`config.mk`:
```
export PLATFORM = sky130hd
export DESIGN_NAME = cycle_detector
export DESIGN_NICKNAME = d
export VERILOG_FILES = /design/src/rtl/cycle_det_pkg.sv /design/src/rtl/cycle_hist_mem.sv /design/src/rtl/cycle_detector.sv
export SDC_FILE = /design/constraint.sdc
export NUM_CORES = 1
export LEC_CHECK = 0
export BUFFER_PORTS_ARGS = -buffer_cell sky130_fd_sc_hd__buf_2
export CORE_MARGIN = 8
export CORE_UTILIZATION = 45
export DETAILED_ROUTE_END_ITERATION = 6
export PLACE_DENSITY = 0.67
export RECOVER_POWER = 50
export SYNTH_ARGS = -nofsm -noshare
export SYNTH_HDL_FRONTEND = slang
export SYNTH_HIERARCHICAL = 1
export SYNTH_SLANG_ARGS = --single-unit
```
`constraint.sdc`:
```
create_clock -name clk -period 5.6 [get_ports clk]
set_input_delay 1.4 -clock clk [delete_from_list [all_inputs] [get_ports clk]]
set_output_delay 1.4 -clock clk [all_outputs]
set_load 0.02 [all_outputs]
```
`src/rtl/cycle_det_pkg.sv`:
```
// Shared types and helpers for the cycle detector: FSM states, ring-mode
// selectors and the wrap-aware cycle length calculation.
package cycle_det_pkg;

    typedef enum logic [1:0] {
        IDLE,
        SEARCH,
        RESULT,
        HALT
    } state_t;

    localparam int RING_STOP      = 0;
    localparam int RING_OVERWRITE = 1;

    // Distance from the matched slot forward to the write pointer; zero means a full lap.
    function automatic int cyc_len_mod(input int wr, input int m, input int depth);
        int d;
        d = (wr - m + depth) % depth;
        return (d == 0) ? depth : d;
    endfunction

endpackage

```
`src/rtl/cycle_hist_mem.sv`:
```
// History storage: DEPTH x WIDTH array with a clocked write port and a
// combinational read port. Contents are not reset.
module cycle_hist_mem #(
    parameter int WIDTH = 8,
    parameter int DEPTH = 16,
    parameter int IDX_W = $clog2(DEPTH)
) (
    input  logic             clk,
    input  logic             we,
    input  logic [IDX_W-1:0] waddr,
    input  logic [WIDTH-1:0] wdata,
    input  logic [IDX_W-1:0] raddr,
    output logic [WIDTH-1:0] rdata
);

    logic [WIDTH-1:0] mem [DEPTH];

    always_ff @(posedge clk) begin
        if (we) mem[waddr] <= wdata;
    end

    assign rdata = mem[raddr];

endmodule

```
`src/rtl/cycle_detector.sv`:
```
// Loop/livelock monitor: records status words and reports the first repeat
// with its history slot and the cycle length, or overflow when history fills.
module cycle_detector
    import cycle_det_pkg::*;
#(
    parameter int WIDTH = 8,
    parameter int DEPTH = 16,
    parameter int RING  = 0,
    parameter int IDX_W = $clog2(DEPTH)
) (
    input  logic             clk,
    input  logic             reset,
    input  logic             clear,
    input  logic             in_valid,
    output logic             in_ready,
    input  logic [WIDTH-1:0] status,
    output logic             done,
    output logic             cycle_found,
    output logic [IDX_W-1:0] match_idx,
    output logic [IDX_W:0]   cycle_len,
    output logic [IDX_W:0]   hist_count,
    output logic             overflow
);

    localparam int CNT_W = IDX_W + 1;
    localparam logic [CNT_W-1:0] FULL_COUNT = CNT_W'(DEPTH);

    state_t           state;
    logic [WIDTH-1:0] cand;
    logic [WIDTH-1:0] rdata;
    logic [IDX_W-1:0] rd_ptr;
    logic [IDX_W-1:0] wr_ptr;
    logic [CNT_W-1:0] cmp_cnt;
    logic             hit;
    logic             full;
    logic             we;

    assign full     = (hist_count == FULL_COUNT);
    assign in_ready = (state == IDLE) && !clear;
    assign we       = (state == RESULT) && !clear && !hit && (!full || RING == RING_OVERWRITE);

    cycle_hist_mem #(
        .WIDTH(WIDTH),
        .DEPTH(DEPTH),
        .IDX_W(IDX_W)
    ) u_mem (
        .clk  (clk),
        .we   (we),
        .waddr(wr_ptr),
        .wdata(cand),
        .raddr(rd_ptr),
        .rdata(rdata)
    );

    always_ff @(posedge clk or posedge reset) begin
        if (reset) begin
            state       <= IDLE;
            cand        <= '0;
            rd_ptr      <= '0;
            wr_ptr      <= '0;
            cmp_cnt     <= '0;
            hit         <= 1'b0;
            done        <= 1'b0;
            cycle_found <= 1'b0;
            match_idx   <= '0;
            cycle_len   <= '0;
            hist_count  <= '0;
            overflow    <= 1'b0;
        end else if (clear) begin
            state       <= IDLE;
            rd_ptr      <= '0;
            wr_ptr      <= '0;
            cmp_cnt     <= '0;
            hit         <= 1'b0;
            done        <= 1'b0;
            cycle_found <= 1'b0;
            match_idx   <= '0;
            cycle_len   <= '0;
            hist_count  <= '0;
            overflow    <= 1'b0;
        end else begin
            done <= 1'b0;
            case (state)
                IDLE: begin
                    if (in_valid) begin
                        cand    <= status;
                        // Once wrapped, the oldest entry sits at the write pointer.
                        rd_ptr  <= full ? wr_ptr : '0;
                        cmp_cnt <= '0;
                        hit     <= 1'b0;
                        state   <= (hist_count != '0) ? SEARCH : RESULT;
                    end
                end
                SEARCH: begin
                    if (rdata == cand) begin
                        hit       <= 1'b1;
                        match_idx <= rd_ptr;
                        state     <= RESULT;
                    end else if (cmp_cnt + 1'b1 == hist_count) begin
                        state <= RESULT;
                    end else begin
                        rd_ptr  <= rd_ptr + 1'b1;
                        cmp_cnt <= cmp_cnt + 1'b1;
                    end
                end
                RESULT: begin
                    done <= 1'b1;
                    if (hit) begin
                        cycle_found <= 1'b1;
                        cycle_len   <= CNT_W'(cyc_len_mod(int'(wr_ptr), int'(match_idx), DEPTH));
                        state       <= HALT;
                    end else if (!full) begin
                        wr_ptr     <= wr_ptr + 1'b1;
                        hist_count <= hist_count + 1'b1;
                        state      <= IDLE;
                    end else if (RING == RING_STOP) begin
                        overflow <= 1'b1;
                        state    <= HALT;
                    end else begin
                        wr_ptr <= wr_ptr + 1'b1;
                        state  <= IDLE;
                    end
                end
                HALT: state <= HALT;
                default: state <= IDLE;
            endcase
        end
    end

endmodule

```
==> key figures <==
Outcome
  • Status: finished with violations
  • Failing checks: max-capacitance violations, max-slew violations

Min path
  • Worst hold path type: reg -> reg

Synth
  • Synth Register Bits: 169
  • Gate Count Post-Synth: roughly 440
  • Yosys cell types: 48
  • Syn Nets: 464
  • Ys async rst share: roughly a quarter
  • Syn Std Cell Area: approximately 0.0073 mm^2
  • Sequential share of the synthesized area: 67.1%
  • Synth Flop Type: edfxtp_1
  • Post-synth EDFFs: 128
  • Synth area leader: edfxtp_1
  • Syn. warnings: 6
  • Post-Syn Area per Cell: roughly 16 um^2
  • Synth area leaders: edfxtp_1 53%, dfrtp_1 14%, mux4_2 5.6%, mux4_1 5.1%, xor2_1 2.2%
  • Post-synth top area share: 52.9%

Global route
  • GR Overflow Total: 0
  • Initial antenna violation count: 0
  • First-pass GRT wire length: around 23,000 um
  • Largest net degree at the start of global routing: 42
  • Vias in the first global route: 4,161
  • Overall Global Routing Usage: 15.6%

Timing
  • Fmax: approximately 0.24 GHz
  • Min Clock Period, post-route: 4150 ps
  • Setup TNS: 0 ps
  • Final setup fails: 0
  • Fin. Hold Viols: 0
  • Final setup margin: 1450 ps
  • Fin. max-slew vios: 42
  • Unrepaired setup endpoints after global routing: no
  • Clock Skews: 23.8 ps
  • Worst slew pin tran: 2280 ps
  • Final Cycle Share: roughly three quarters
  • Slew HR: -51.9%

Power
  • Seq pwr share: 50.6%
  • Int Pwr: 2.37 mW
  • Clock share of power: 40.1%
  • Switch share: between 20% and 30%
  • Pleak: 2.97 nW
  • Psw: 714 uW
  • Max IR drop VDD: between 0.2 and 0.25 mV
  • Gate power share: under 10%
  • Power per cell area: approximately 370 mW/mm^2

Routing
  • DRC: 0
  • Wire per inst: between 20 and 25 um
  • Final WL: 14,700 um
  • DR vias/cell: 5.56
  • Vias post-DR: 3,962
  • Pre-antenna DRT Iters: 5
  • 1st-iter DRT viols: around 310
  • Antenna Nets Post-Route: 0

Flow run
  • MaxCap Viol Count: 1

Cells and area
  • Antenna fix cells: 0
  • Final net count: between 500 and 600
  • Fin util: 52.1%
  • Area grow syn2layout: 13.5%
  • Layout cells sized above 1: 20.0%

Worst setup path
  • CP max FO: 32
  • WP data required: 4200 ps
  • Critical Path AT: 2750 ps
  • Crit Path Category: in -> out
  • CP endpoint kind: primary output
  • Worst setup SP type: input port

Floorplanning
  • Io pins: 30
  • Die X: 143 um
  • Die outline height: 143 um
  • Placeable Area: 0.0158 mm^2
  • Total die area: 0.0205 mm^2
  • Initial Util: 45.9%
  • Row cnt: between 40 and 50

Clock network
  • CTS Sinks: 169
  • CTS Buf Count: 17
  • Clock Path Buffers: 2
  • Htree depth: 4
  • Clock-pin slew on the worst setup and hold paths: 60 ps
  • CTS tree: done
  • Hold Buf Count CTS: 0
  • Setup Buffers After CTS: 0
  • Clock insertion delay at the later pin of the skew report: 430 ps
  • # resized after CTS: 0
  • Clock Tree Root: clkbuf_16

Placed design
  • Final HPWL DP: between 9000 and 10,000 um
  • # port buffers: 29
  • RePlAce Congestion: ~0.80
  • Post-Place Worst Slack: 1530 ps
## Yosys cell counts, types with 3 or more instances
library cell     instances
ha_1                     8
nor2_1                  37
and2_1                   3
nand2_1                 22
edfxtp_1               128
dfrtp_1                 41
mux4_1                  14
mux4_2                  18
nand4_1                  5
o21ai_0                  4
nor3_1                   9
mux2_2                  12
inv_1                   10
buf_6                    4
a21oi_1                  9
xor2_1                  18
or3_1                    3
nor3b_1                  4
nand3_1                 10
nor2b_1                  4
mux2i_1                  7
clkdlybuf4s25_2          3
nor4_1                   3
nand2b_1                 5
a22oi_1                 17
xnor2_1                  9
buf_2                    7
## layout by cell type (no fill, tap or decap), types with 2 or more instances in the layout
| cell type | n |
|---|---|
| mux4_1 | 14 |
| a21oi_1 | 9 |
| nor3_2 | 2 |
| inv_1 | 9 |
| nand2b_1 | 5 |
| nor3b_1 | 4 |
| mux4_2 | 18 |
| nand2_1 | 22 |
| nor2b_1 | 4 |
| a22oi_1 | 17 |
| xnor2_1 | 9 |
| nand4_1 | 5 |
| xor2_1 | 18 |
| or3_1 | 3 |
| o21ai_0 | 4 |
| a22o_1 | 2 |
| nand3b_1 | 2 |
| nor2_1 | 37 |
| bufinv_16 | 5 |
| clkinv_2 | 3 |
| buf_2 | 28 |
| edfxtp_1 | 128 |
| nor3_1 | 9 |
| and2_1 | 3 |
| clkinv_1 | 5 |
| clkbuf_1 | 6 |
| and2b_1 | 2 |
| nor4_1 | 3 |
| a211oi_1 | 2 |
| ha_1 | 8 |
| nand3_1 | 10 |
| mux2_2 | 12 |
| a21o_1 | 2 |
| mux2i_1 | 7 |
| clkbuf_16 | 17 |
| buf_4 | 6 |
| dfrtp_1 | 40 |
## worst paths after layout
kind                            from     endpoint  slack [ps]  cells after the start
setup / recovery               clear     in_ready        1450                      3
hold / removal              overflow     overflow         500                      2
setup reg to reg           rd_ptr[0]    rd_ptr[3]        1490                      9
hold reg to reg             overflow     overflow         500                      2
max in group asynchronous      reset    rd_ptr[0]        2350                      3
min in group asynchronous      reset  cycle_found        1790                      3
## kinds of logic (layout without fill, tap and decap cells)
| kind of cell | after synthesis | after routing | synth area share [%] |
|---|---|---|---|
| compound gates | 42 | 42 | 3.98 |
| xor+xnor | 28 | 28 | 3.58 |
| fa+ha+maj | 9 | 9 | 1.65 |
| buf+inv | 29 | 82 | 2.34 |
| flops | 169 | 169 | 67.1 |
| mux | 51 | 51 | 13.5 |
| simple gates | 115 | 115 | 7.91 |
## flip-flops by register name (all words and copies together) (netlist names)
signal	flops
cycle_found	1
match_idx	4
u_mem/mem	128
wr_ptr	4
cand	8
done	1
state	2
overflow	1
hist_count	5
hit	1
cmp_cnt	5
rd_ptr	4
cycle_len	5
## metal layers
metal	part of all wire [%]	track usage, %	wire, um	up-vias
li1	-	-	-	1794
met1	43	20.5	6370	2015
met2	49	24.2	7170	132
met3	6.1	4.04	892	21
met4	1.9	6.15	274	0
met5	0	0	0	-
## critical path, stage by stage
cell      delay (ps)
clkbuf_1         960
nor3_1           160
buf_2            230
## final cells by class
class,count,area (um^2)
Clock buffer,17,425
Clock inverter,15,205
Fill cell,1264,7590
Inverter,10,37.5
Multi-Input combinational cell,245,2220
Sequential cell,169,4870
Tap cell,216,270
Timing Repair Buffer,40,208
## through the flow
stage               power (mW)  hold slack [ps]  cell area [um^2]  instances
detailed placement        1.89              486              7630        680
CTS                       3.12              512              8260        712
finish                    3.09              502              8240        712
global route              3.20              555              8240        712
global placement          1.88              475              7630        680
floorplan                 1.77              501              7260        443
## power groups by stage
stage	Sequential [mW]	Clock (mW)	Combinational [mW]
floorplan	1.56	0	0.209
global placement	1.58	0	0.292
detailed placement	1.59	0	0.298
CTS	1.56	1.26	0.301
global route	1.57	1.31	0.318
finish	1.56	1.24	0.289
Power figures use the tool's default switching activity.
